**src/rtl/func_eval_arbiter_pkg.sv**
```systemverilog
// Shared types and the Boolean function for the shared evaluator.
// Pure declarations: no latency or flow control lives here.
// S1 id is sized for the largest supported NREQ; the top narrows it.
package func_eval_pkg;

    localparam int OPW          = 8;
    localparam int NREQ_DEFAULT = 4;
    localparam int MAX_ID_W     = 3;

    typedef struct packed {
        logic                valid;
        logic [MAX_ID_W-1:0] id;
        logic [OPW-1:0]      operand;
    } s1_t;

    // Operand bits map a..h onto d[7]..d[0].
    function automatic logic eval_fn(input logic [OPW-1:0] d);
        return (d[7] & d[6]) | (d[5] ^ (d[4] & d[3])) | (d[2] ^ (d[1] & d[0]));
    endfunction

endpackage

```
**src/rtl/func_eval_arbiter_if.sv**
```systemverilog
// Requester/response bundle for the shared evaluator.
// Valid/ready on both sides; req_ready is at most one-hot.
// slave = evaluator side, master = requesters plus response consumer.
interface func_eval_arbiter_if #(
    parameter int NREQ  = 4,
    parameter int ID_W  = $clog2(NREQ),
    parameter int CNT_W = 16
);
    logic [NREQ-1:0]   req_valid;
    logic [NREQ*8-1:0] req_data;
    logic [NREQ-1:0]   req_ready;
    logic              rsp_valid;
    logic              rsp_ready;
    logic [ID_W-1:0]   rsp_id;
    logic              rsp_y;
    logic              busy;
    logic [CNT_W-1:0]  eval_count;

    modport slave (
        input  req_valid, req_data, rsp_ready,
        output req_ready, rsp_valid, rsp_id, rsp_y, busy, eval_count
    );

    modport master (
        output req_valid, req_data, rsp_ready,
        input  req_ready, rsp_valid, rsp_id, rsp_y, busy, eval_count
    );

endinterface

```
**src/rtl/func_eval_arbiter_rr_arbiter.sv**
```systemverilog
// Round-robin arbiter: combinational one-hot grant, searching upward from ptr.
// Grant has zero latency; ptr moves to winner+1 only on an advance strobe.
// Without advance the grant stays put, so a dropped request loses no priority.
module rr_arbiter #(
    parameter int NREQ = 4,
    parameter int ID_W = $clog2(NREQ)
) (
    input  logic            clk,
    input  logic            rst,
    input  logic [NREQ-1:0] req,
    input  logic            advance,
    output logic [NREQ-1:0] grant,
    output logic [ID_W-1:0] grant_id
);

    logic [ID_W-1:0] ptr;
    logic            found;

    always_comb begin
        found    = 1'b0;
        grant_id = '0;
        for (int k = 0; k < NREQ; k++) begin
            if (!found && req[(int'(ptr) + k) % NREQ]) begin
                found    = 1'b1;
                grant_id = ID_W'((int'(ptr) + k) % NREQ);
            end
        end
        grant = found ? (NREQ'(1) << grant_id) : '0;
    end

    always_ff @(posedge clk or posedge rst) begin
        if (rst) begin
            ptr <= '0;
        end else if (advance) begin
            ptr <= (grant_id == ID_W'(NREQ - 1)) ? '0 : grant_id + 1'b1;
        end
    end

endmodule

```
**src/rtl/func_eval_arbiter.sv**
```systemverilog
// Shares one registered 8-input Boolean evaluator among NREQ requesters.
// Latency: accept at edge N, rsp_valid visible after edge N+1; one item/cycle.
// Backpressure: stalled S2 holds; S1 fills once, then every req_ready drops.
module func_eval_arbiter
    import func_eval_pkg::*;
#(
    parameter int NREQ  = NREQ_DEFAULT,
    parameter int ID_W  = $clog2(NREQ),
    parameter int CNT_W = 16
) (
    input  logic          clk,
    input  logic          rst,
    func_eval_arbiter_if.slave bus
);

    s1_t              s1_q;
    logic             rsp_valid_q;
    logic [ID_W-1:0]  rsp_id_q;
    logic             rsp_y_q;
    logic [CNT_W-1:0] eval_count_q;

    logic [NREQ-1:0]  grant;
    logic [ID_W-1:0]  grant_id;
    logic [OPW-1:0]   grant_op;
    logic             s2_can_load;
    logic             s1_can_load;
    logic             accept;
    logic             rsp_fire;

    assign s2_can_load = !rsp_valid_q || bus.rsp_ready;
    assign s1_can_load = !s1_q.valid || s2_can_load;
    assign accept      = (|grant) && s1_can_load;
    assign rsp_fire    = rsp_valid_q && bus.rsp_ready;
    assign grant_op    = bus.req_data[grant_id*OPW +: OPW];

    rr_arbiter #(
        .NREQ (NREQ),
        .ID_W (ID_W)
    ) u_arb (
        .clk      (clk),
        .rst      (rst),
        .req      (bus.req_valid),
        .advance  (accept),
        .grant    (grant),
        .grant_id (grant_id)
    );

    // S1 empties whenever it can load but nothing is granted: its item moved on.
    always_ff @(posedge clk or posedge rst) begin
        if (rst) begin
            s1_q <= '0;
        end else if (s1_can_load) begin
            s1_q.valid   <= accept;
            s1_q.id      <= MAX_ID_W'(grant_id);
            s1_q.operand <= grant_op;
        end
    end

    always_ff @(posedge clk or posedge rst) begin
        if (rst) begin
            rsp_valid_q <= 1'b0;
            rsp_id_q    <= '0;
            rsp_y_q     <= 1'b0;
        end else if (s2_can_load) begin
            rsp_valid_q <= s1_q.valid;
            if (s1_q.valid) begin
                rsp_id_q <= s1_q.id[ID_W-1:0];
                rsp_y_q  <= eval_fn(s1_q.operand);
            end
        end
    end

    always_ff @(posedge clk or posedge rst) begin
        if (rst) begin
            eval_count_q <= '0;
        end else if (rsp_fire) begin
            eval_count_q <= eval_count_q + 1'b1;
        end
    end

    assign bus.req_ready  = grant & {NREQ{s1_can_load}};
    assign bus.rsp_valid  = rsp_valid_q;
    assign bus.rsp_id     = rsp_id_q;
    assign bus.rsp_y      = rsp_y_q;
    assign bus.busy       = s1_q.valid || rsp_valid_q;
    assign bus.eval_count = eval_count_q;

    a_ready_onehot: assert property (@(posedge clk) disable iff (rst)
        $onehot0(bus.req_ready));

    a_s1_id_range: assert property (@(posedge clk) disable iff (rst)
        s1_q.valid |-> (int'(s1_q.id) < NREQ));

    a_rsp_hold: assert property (@(posedge clk) disable iff (rst)
        (rsp_valid_q && !bus.rsp_ready) |=> (rsp_valid_q && $stable(rsp_id_q) && $stable(rsp_y_q)));

endmodule

```
**src/flat_wrapper.sv**
```systemverilog
// flat-port wrapper written by rule: the top's interface ports become plain ports
module func_eval_arbiter_flat import func_eval_pkg::*;
#(
    parameter int NREQ  = NREQ_DEFAULT,
    parameter int ID_W  = $clog2(NREQ),
    parameter int CNT_W = 16
)
  (clk, rst, bus_req_valid, bus_req_data, bus_rsp_ready, bus_req_ready, bus_rsp_valid, bus_rsp_id, bus_rsp_y, bus_busy, bus_eval_count);
  func_eval_arbiter_if #(.NREQ(NREQ), .ID_W(ID_W), .CNT_W(CNT_W)) bus_i ();
  input  logic clk;
  input  logic rst;
  input wire logic [$bits(bus_i.req_valid)-1:0] bus_req_valid;
  input wire logic [$bits(bus_i.req_data)-1:0] bus_req_data;
  input wire logic [$bits(bus_i.rsp_ready)-1:0] bus_rsp_ready;
  output wire logic [$bits(bus_i.req_ready)-1:0] bus_req_ready;
  output wire logic [$bits(bus_i.rsp_valid)-1:0] bus_rsp_valid;
  output wire logic [$bits(bus_i.rsp_id)-1:0] bus_rsp_id;
  output wire logic [$bits(bus_i.rsp_y)-1:0] bus_rsp_y;
  output wire logic [$bits(bus_i.busy)-1:0] bus_busy;
  output wire logic [$bits(bus_i.eval_count)-1:0] bus_eval_count;
  assign bus_i.req_valid = bus_req_valid;
  assign bus_i.req_data = bus_req_data;
  assign bus_i.rsp_ready = bus_rsp_ready;
  assign bus_req_ready = bus_i.req_ready;
  assign bus_rsp_valid = bus_i.rsp_valid;
  assign bus_rsp_id = bus_i.rsp_id;
  assign bus_rsp_y = bus_i.rsp_y;
  assign bus_busy = bus_i.busy;
  assign bus_eval_count = bus_i.eval_count;
  func_eval_arbiter #(.NREQ(NREQ), .ID_W(ID_W), .CNT_W(CNT_W)) u_core (.clk(clk), .rst(rst), .bus(bus_i));
endmodule
```
**config.mk**
```make
export PLATFORM = sky130hd
export DESIGN_NAME = func_eval_arbiter_flat
export DESIGN_NICKNAME = d
export VERILOG_FILES = /design/src/rtl/func_eval_arbiter_pkg.sv /design/src/rtl/func_eval_arbiter_if.sv /design/src/rtl/func_eval_arbiter_rr_arbiter.sv /design/src/rtl/func_eval_arbiter.sv /design/src/flat_wrapper.sv
export SDC_FILE = /design/constraint.sdc
export NUM_CORES = 1
export LEC_CHECK = 0
export CAP_MARGIN = 40
export CORE_MARGIN = 2
export CORE_UTILIZATION = 30
export CTS_CLUSTER_SIZE = 8
export DETAILED_ROUTE_END_ITERATION = 7
export HOLD_SLACK_MARGIN = 0.03
export RECOVER_POWER = 100
export SLEW_MARGIN = 10
export SYNTH_ARGS = -nofsm -noshare
export SYNTH_HDL_FRONTEND = slang
export SYNTH_SLANG_ARGS = --single-unit
```
**constraint.sdc**
```tcl
create_clock -name clk -period 2.26 [get_ports clk]
set_input_delay 0.226 -clock clk [delete_from_list [all_inputs] [get_ports clk]]
set_output_delay 0.226 -clock clk [all_outputs]
set_load 0.005 [all_outputs]
```
==> flow_metrics.tcl <==
set metrics [dict create \
    hold_class "flip-flop to flip-flop" \
    max_freq_ghz 0.459 \
    clk_path_buf_depth 2 \
    reg2reg_from "u_core.u_arb.ptr[0]" \
    clock_skew_ps 4.25 \
    stdcell_count 324 \
    ys.flop_type "dfrtp_1" \
    clk_pin_slew_ps 60 \
    dp_hpwl_um 3290 \
    grt_overflow_total 0 \
    io-pin-count 64 \
    place.gp.congestion 0.824 \
    critPathRequiredTime_ps 2030 \
    cts_buffers 5 \
    area_growth_pct 49.0 \
    hold_viol_final 0 \
    vdd_drop_max_mv 0.419 \
    worst_setup_path_start_kind "flip-flop" \
    whs_path_depth 2 \
    tritoncts "built" \
    vias 1514 \
    grt_pass1_wl_um 6580 \
    ys_seq_area_share_pct 45.4 \
    ys_warn_count 0 \
    htree_num_levels 2 \
    fin_util_pct 46.1 \
    dr.pass1.iters 4 \
    std_cell_rows 28 \
    drive_above_1_share_pct 20.9 \
    critical_path.top_delay_family "simple AND/OR/NAND/NOR gates" \
    worst_pin_slew_ps 821 \
    drt_iter0_markers 34 \
    worstPathMaxFanout 5 \
    final_common_cell "clkdlybuf4s50_1" \
    crit_buf_inv 1 \
    power.density_mw_per_mm2 862 \
    post_drt_wl_per_cell_um 12.7 \
    post-route-drc-count 0 \
    hold_ws_ps 462 \
    insertion_delay_ps 280 \
    fin_nets 290 \
    dp.cells 316 \
    clock_tree.root_cell "clkbuf_8" \
    synth_top_area_share_pct 45.4 \
    power_mw 2.34 \
    die_area_mm2 0.00670 \
    grt_max_degree 34 \
    ys_types 40 \
    wl_um 4110 \
    coreArea_mm2 0.00589 \
    rsz0062_at_grt "false" \
    min-delay-start "u_core.s1_q[9]" \
    leakage_nw 1.18 \
    worstSetupEndpointType "output pin" \
    crit_cells 6 \
    synth_top_cell_by_area "dfrtp_1" \
    grtUsageTotal_pct 13.0 \
    worstRegToRegCells 7 \
    avgViaCountPerCell 4.67 \
    path_cells "and2b_4 > nand4b_4 > and2_4 > nand2_4 > nor2_1 > clkdlybuf4s50_1" \
    outcome "finished clean" \
    syn_inst 167 \
    antenna_found_initial 0 \
    synth.avg_cell_area_um2 10.9 \
    floorplan.initialDensity_pct 30.9 \
    criticalPathCategory "flip-flop to output pin" \
    synth.net_count 208 \
    async_reset_ff_share_pct 100 \
    relSlewSlack_pct 45.3 \
    fp.dieH_um 81.9 \
    synth.area.top_cells "dfrtp_1 45%, xnor2_1 6.3%, a211oi_2 5.5%" \
    nFillCells 564 \
    worstPathArrival_ps 1950 \
    fin_crit_ps 2180 \
    cp-startpoint "u_core.u_arb.ptr[0]" \
    syn_area_mm2 0.00182 \
    drv_cap 0 \
    ant_nets 0 \
    post-route-period-util_pct 96.4 \
    worst_path_largest_cell_delay_ps 510 \
    final_cell_mix "39 x clkdlybuf4s50_1, 33 x dfrtp_1, 22 x dlygate4sd3_1" \
    grt_pass1_vias 1477 \
    place.port_buffers 63 \
    antennaDiodeCount 0 \
    setup_violations 0 \
    synth_edf_count 0 \
    ys_ff_latch 33 \
    cts_sinks 33 \
    die_w_um 81.9 \
    critPathSlowestCell "clkdlybuf4s50_1" \
    drv_slew 0 \
]
==> through the flow <==
| step | setup TNS [ps] | worst slack [ps] | instance area, um2 |
|---|---|---|---|
| 2_1_floorplan | 0 | 593 | 1820 |
| 3_3_place_gp | 0 | 4.65 | 2630 |
| 3_5_place_dp | -88.3 | -75.2 | 2630 |
| 4_1_cts | 0 | 0.0526 | 2720 |
| 5_1_grt | 0 | 20.5 | 2710 |
| 6_report | 0 | 82.3 | 2710 |
==> report_power, final <==
group | internal, mW | switching, mW
logic | 0.570 | 0.423
clock network | 0.241 | 0.199
registers | 0.764 | 0.141
==> worst register-to-register path, cell delays in order, from the launching register on <==
cell,delay (ps)
dfrtp_1,390
and2b_4,270
nand4b_4,130
and2_4,200
clkbuf_4,140
clkbuf_1,330
mux2i_1,240
o22ai_1,90
==> registers in the layout (all words and copies together), names as in the netlist <==
signal and flops:
u_core.bus.eval_count 16, u_core.bus.rsp_valid 1, u_core.bus.rsp_y 1, u_core.bus.rsp_id 2, u_core.s1_q 11, u_core.u_arb.ptr 2
==> repair_timing <==
item	in CTS	in global routing
pin swaps	2	1
gates cloned	0	0
resized for setup	2	3
endpoints found under the hold margin	0	0
endpoints found under the setup margin	2	2
hold buffers	0	0
buffers inserted	1	0
==> synthesized netlist by cell type, types with 3 or more instances <==
master / count
a211oi_2: 8
and2_1: 3
and3_2: 8
buf_2: 3
dfrtp_1: 33
inv_1: 4
mux2_2: 3
mux2i_1: 8
nand2_1: 15
nand2b_1: 4
nand3_1: 5
nand4_1: 4
nor2_1: 7
nor3_1: 3
o21ai_0: 8
o22ai_1: 8
xnor2_1: 13
xor2_1: 4
==> layer usage <==
metal | GRT usage, % | wire length [um] | share of wire, % | up-vias
met5 | 0 | 0 | 0 | -
met4 | 6.00 | 59 | 1.4 | 0
met3 | 2.64 | 285 | 6.9 | 5
met2 | 21.3 | 1890 | 46 | 60
met1 | 16.3 | 1870 | 46 | 687
li1 | - | - | - | 762
==> path summary, 6_finish.rpt <==
| path | slack, ps | end |
|---|---|---|
| min in group asynchronous | 620 | u_core.bus.eval_count[10] |
| max reg2reg | 300 | u_core.s1_q[1] |
| min | 460 | u_core.s1_q[9] |
| max in group asynchronous | 1120 | u_core.s1_q[4] |
| max | 80 | bus_req_ready[0] |
| min reg2reg | 460 | u_core.s1_q[9] |
==> cells by family (layout without fill, tap and decap cells) <==
kind of cell	after synthesis	after routing	synth area share, %
buf+inv	10	92	3.30
compound gates	31	31	13.3
mux	12	12	6.88
xor+xnor	17	17	8.18
simple gates	62	62	21.6
fa+ha+maj	2	2	1.38
flops	33	33	45.4
==> layout make-up <==
class | instances | area, um2 | area share [%]
Multi-Input combinational cell | 124 | 937 | 34.6
Sequential cell | 33 | 826 | 30.5
Timing Repair Buffer | 80 | 747 | 27.5
Tap cell | 75 | 93.8 | 3.46
Clock buffer | 7 | 86.3 | 3.18
Inverter | 5 | 21.3 | 0.784
Power figures use the tool's default switching activity.
==> patch 1 (same flow settings) <==
Change the package constant `NREQ_DEFAULT` from 4 to 2.
--- a/src/rtl/func_eval_arbiter_pkg.sv
+++ b/src/rtl/func_eval_arbiter_pkg.sv
@@ -6,3 +6,3 @@
     localparam int OPW          = 8;
-    localparam int NREQ_DEFAULT = 4;
+    localparam int NREQ_DEFAULT = 2;
     localparam int MAX_ID_W     = 3;
Interface: changed (resized bus_req_data, bus_req_ready, bus_req_valid and bus_rsp_id); port bits go from 64 to 43. The function was not compared with the original's and may differ.
==> patch 1 against the unedited design <==
The flow now finishes with violations (capacitance limit, slew limit). Sequential cell count is 3 lower. Hold slack about the same. Final area down 30%. Setup slack improved by 220 ps. Routed wire length shrank 34%. Cell count down 31%. Fmax grew 11%. Synthesized cell count is 26% lower. Count of clock-buffer cells in the layout down 1. Largest power group is now registers. Synthesized area shrank 26%. Clock skew shrank 0.80 ps. Total power decreased by 36%. Largest cell class is now sequential cells.
==> patch 1: results (changes against the unedited design) <==
Parameter                              Value

Run status
  Result of the run ... complete, but fails checks (was finished clean)
  Failing checks ... capacitance limit, slew limit

Placement
  Post-DP HPWL ... 2060 µm (was 3290 µm)
  Count of buffers inserted at the top-level ports ... 42 (was 63)
  Placed Cells ... 218 (was 316)

Global route
  Wire length of the first global-routing pass ... 4660 µm (was 6580 µm)
  Vias in the first global route ... 1,060 (was 1,477)
  Global router's overall resource usage ... 12.1% (was 13.0%)
  Met3 track demand over resource in global routing ... 4.70% (was 2.64%)
  Met1 Usage GRT ... 14.0% (was 16.3%)

Setup path
  Length in cells of the worst reg-to-reg path ... 5 (was 7)
  Worst reg2reg setup slack ... 520 ps (was 300 ps)
  Maximum fanout encountered on the critical timing path ... 4 (was 5)
  Startpoint of the worst register-to-register path ... u_core.bus.eval_count[0]$_DFFE_PP0P_ (was u_core.u_arb.ptr[0]$_DFFE_PP0P_)
  Endpoint of the worst register-to-register path ... u_core.bus.eval_count[12]$_DFFE_PP0P_ (was u_core.s1_q[1]$_DFFE_PP0P_)
  Critical path's top delay family ... buffers and inverters (was simple AND/OR/NAND/NOR gates)

Worst hold path
  Worst hold path cell count ... 1 (was 2)
  Worst hold start ... u_core.bus.eval_count[15]$_DFFE_PP0P_ (was u_core.s1_q[9]$_DFFE_PP0P_)

Drt
  Routed WL per cell ... 12.1 µm (was 12.7 µm)
  DRC marker count from the first detailed-route iteration ... 39 (was 34)
  Drt via density ... 4.59 (was 4.67)

Finish
  Post-route cell area ... 1900 µm² (was 2710 µm²)
  Fillcell total ... 408 (was 564)
  Layout cells sized above 1 ... 7.56% (was 20.9%)
  Final nets ... 195 (was 290)

Synth
  Mux cell area share after synthesis ... 7.65% (was 6.88%)
  Number of distinct library cells after synthesis ... 23 (was 40)
  Cells taking the most area after synthesis ... sky130_fd_sc_hd__dfrtp_1 (56%), sky130_fd_sc_hd__xnor2_1 (7.8%), sky130_fd_sc_hd__mux2i_1 (6.0%) (was sky130_fd_sc_hd__dfrtp_1 (45%), sky130_fd_sc_hd__xnor2_1 (6.3%), sky130_fd_sc_hd__a211oi_2 (5.5%))
  List of most frequent post-synthesis cells ... sky130_fd_sc_hd__dfrtp_1 (30), sky130_fd_sc_hd__nand2_1 (21), sky130_fd_sc_hd__xnor2_1 (12), sky130_fd_sc_hd__o21ai_0 (10), sky130_fd_sc_hd__mux2i_1 (8) (was sky130_fd_sc_hd__dfrtp_1 (33), sky130_fd_sc_hd__nand2_1 (15), sky130_fd_sc_hd__xnor2_1 (13))
  Share of synthesized area occupied by flip-flops and latches ... 56.0% (was 45.4%)
  Post-synthesis area per instance ... 10.9 µm² (about the same)
  Post-synthesis adder-cell area fraction ... 0.933% (was 1.38%)

Flow run
  Max capacitance violation total ... 1 (was 0)

STA
  Worst Skew ... 3.45 ps (was 4.25 ps)
  Final max-slew violation count ... 31 (was 0)

Power and ir drop
  Highest ir drop seen on vdd ... 0.290 mV (was 0.419 mV)

Clocking
  PostCTS Resize Cnt ... 0 (was 2)
patch 1: worst max path at each step:
stage                                               from                                     to  slack [ps]  cells after the start
finish                                     bus_rsp_ready                       bus_req_ready[0]         300                      6
global route                                         rst   u_core.bus.eval_count[6]$_DFFE_PP0P_         160                      3
CTS                                        bus_rsp_ready                       bus_req_ready[0]         300                      6
detailed placement                         bus_rsp_ready                       bus_req_ready[0]         300                      6
global placement                           bus_rsp_ready                       bus_req_ready[0]         300                      6
floorplan           u_core.bus.eval_count[0]$_DFFE_PP0P_  u_core.bus.eval_count[12]$_DFFE_PP0P_         820                      5
patch 1: per-layer routing:
layer | routed length, µm | vias up
met2 | 1300 | 35
met1 | 1190 | 475
met3 | 176 | 4
met5 | 0 | -
met4 | 36 | 0
li1 | - | 514
patch 1: cell type report:
cell class / count / area share (%)
sequential: 30 / 39.5
multi-input combinational: 87 / 29.1
inverter: 4 / 0.789
tap: 52 / 3.42
timing repair buffer: 45 / 22.9
clock buffer: 6 / 4.34
patch 1: metrics by stage:
step	worst slack [ps]	hold slack [ps]
after global placement	302	455
after global routing	162	494
after floorplan	821	317
after detailed placement	303	467
after CTS	298	327
final	299	462
patch 1: cell families after synthesis:
logic type | Yosys count
AND/OR/NAND/NOR | 45
XOR/XNOR | 17
adder cells (fa/ha/maj) | 1
flip-flops | 30
AO/OA/AOI/OAI | 14
multiplexers | 10
buffers and inverters | 6
patch 1: where the power goes:
part	leakage [nW]	switching [mW]	internal, mW
logic	0.464	0.140	0.216
registers	0.375	0.0946	0.632
clock network	0.0431	0.190	0.234
==> patch 2 (same settings) <==
Made on the original files. Make the reset (`rst`) synchronous in 4 clocked blocks.
--- a/src/rtl/func_eval_arbiter_rr_arbiter.sv
+++ b/src/rtl/func_eval_arbiter_rr_arbiter.sv
@@ -30,3 +30,3 @@
 
-    always_ff @(posedge clk or posedge rst) begin
+    always_ff @(posedge clk) begin
         if (rst) begin
--- a/src/rtl/func_eval_arbiter.sv
+++ b/src/rtl/func_eval_arbiter.sv
@@ -48,3 +48,3 @@
     // S1 empties whenever it can load but nothing is granted: its item moved on.
-    always_ff @(posedge clk or posedge rst) begin
+    always_ff @(posedge clk) begin
         if (rst) begin
@@ -58,3 +58,3 @@
 
-    always_ff @(posedge clk or posedge rst) begin
+    always_ff @(posedge clk) begin
         if (rst) begin
@@ -72,3 +72,3 @@
 
-    always_ff @(posedge clk or posedge rst) begin
+    always_ff @(posedge clk) begin
         if (rst) begin
Check against the original RTL: differs if rst is asserted again (counterexample within 4 cycles, from zero or initial values and one cycle with rst high); with rst held inactive, the same outputs for 4 cycles.
==> patch 2 against the unedited design <==
Synthesized area down 1.4%. Clock power up 31%. Setup slack worse by 25 ps. Total power is 23% lower. Fmax down 1.2%. Critical endpoint is now bus_req_ready[2]. Sequential cell count unchanged. Hold slack lost 1.6 ps. Final area grew 0.42%. Routed wire length grew 16%.
==> patch 2: results (changes against the unedited design) <==
Parameter                              Value

Synth
  Cells taking the most area after synthesis ... sky130_fd_sc_hd__dfxtp_1 (37%), sky130_fd_sc_hd__a21oi_1 (5.9%), sky130_fd_sc_hd__nand2_1 (4.8%) (was sky130_fd_sc_hd__dfrtp_1 (45%), sky130_fd_sc_hd__xnor2_1 (6.3%), sky130_fd_sc_hd__a211oi_2 (5.5%))
  List of most frequent post-synthesis cells ... sky130_fd_sc_hd__dfxtp_1 (33), sky130_fd_sc_hd__nand2_1 (23), sky130_fd_sc_hd__a21oi_1 (21), sky130_fd_sc_hd__nor2_1 (17) (was sky130_fd_sc_hd__dfrtp_1 (33), sky130_fd_sc_hd__nand2_1 (15), sky130_fd_sc_hd__xnor2_1 (13))
  Number of instances in the synthesized netlist ... 208 (was 167)
  FFs w/ async S/R, synth ... 0% (was 100%)
  Share of synthesized area occupied by flip-flops and latches ... 36.8% (was 45.4%)
  Most instantiated flip-flop cell in the synthesis netlist ... sky130_fd_sc_hd__dfxtp_1 (was sky130_fd_sc_hd__dfrtp_1)

Power and ir drop
  Sequential power ... 0.680 mW (was 0.904 mW)
  Highest ir drop seen on vdd ... 0.314 mV (was 0.419 mV)
  Sum of internal, switching and leakage power ... 1.79 mW (was 2.34 mW)

Global route
  Global router's overall resource usage ... 14.9% (was 13.0%)
  Met2 Usage GRT ... 23.3% (was 21.3%)
  Met3 track demand over resource in global routing ... 3.67% (was 2.64%)

Worst hold path
  Worst hold start ... u_core.bus.rsp_id[1]$_SDFFE_PP0P_ (was u_core.s1_q[9]$_DFFE_PP0P_)
  Hold worst-path end ... u_core.bus.rsp_id[1]$_SDFFE_PP0P_ (was u_core.s1_q[9]$_DFFE_PP0P_)

Drt
  DRC marker count from the first detailed-route iteration ... 107 (was 34)
  Met3 wire length ... 299 µm (was 285 µm)
  Detailed route wirelength on metal2 ... 2140 µm (was 1890 µm)
  Overall via count from detail_route ... 1,770 (was 1,514)
  Wire length on met1 ... 2250 µm (was 1870 µm)

Clocking
  PostCTS Resize Cnt ... 10 (was 2)

Finish
  Final-layout clock-cell area share ... 4.27% (was 3.18%)
  Final Core Density ... 46.5% (was 46.1%)
  Filler-free cell count of the finished design ... 363 (was 324)
  Area growth from synthesis to layout ... 51.7% (was 49.0%)
  Fraction of area in multi-input gates ... 39.8% (was 34.6%)
  Layout cells sized above 1 ... 14.2% (was 20.9%)

STA
  Slew of the pin with the lowest slew margin ... 1480 ps (was 821 ps)
  Final Hold Slack ... 460 ps (was 462 ps)

Setup path
  Length in cells of the worst reg-to-reg path ... 8 (was 7)
  Startpoint of the worst register-to-register path ... u_core.u_arb.ptr[0]$_SDFFE_PP0P_ (was u_core.u_arb.ptr[0]$_DFFE_PP0P_)

Run status
  Result of the run ... finished clean (unchanged)
==> patch 2: changes by cell type in the layout (fill, tap and decap cells not counted), sizes merged, moves of 6 or more <==
cell    delta
dfrtp     -33
and3       -6
nor3b      +9
dfxtp     +33
nor2b      +6
a211oi     -9
nand2      +7
nor2      +12
a21oi     +19
xnor2      -6
a221oi     +8
==> patch 2: how the worst max path moves through the flow <==
| stage | startpoint | endpoint | slack [ps] | cells past startpoint |
|---|---|---|---|---|
| floorplan | u_core.u_arb.ptr[1]$_SDFFE_PP0P_ | u_core.u_arb.ptr[1]$_SDFFE_PP0P_ | 580 | 7 |
| global placement | bus_req_valid[3] | bus_req_ready[1] | -90 | 7 |
| detailed placement | bus_req_valid[0] | bus_req_ready[3] | -90 | 7 |
| CTS | bus_req_valid[0] | bus_req_ready[0] | 7 | 7 |
| global route | bus_req_valid[2] | bus_req_ready[2] | -3 | 7 |
| finish | bus_req_valid[2] | bus_req_ready[2] | 60 | 7 |
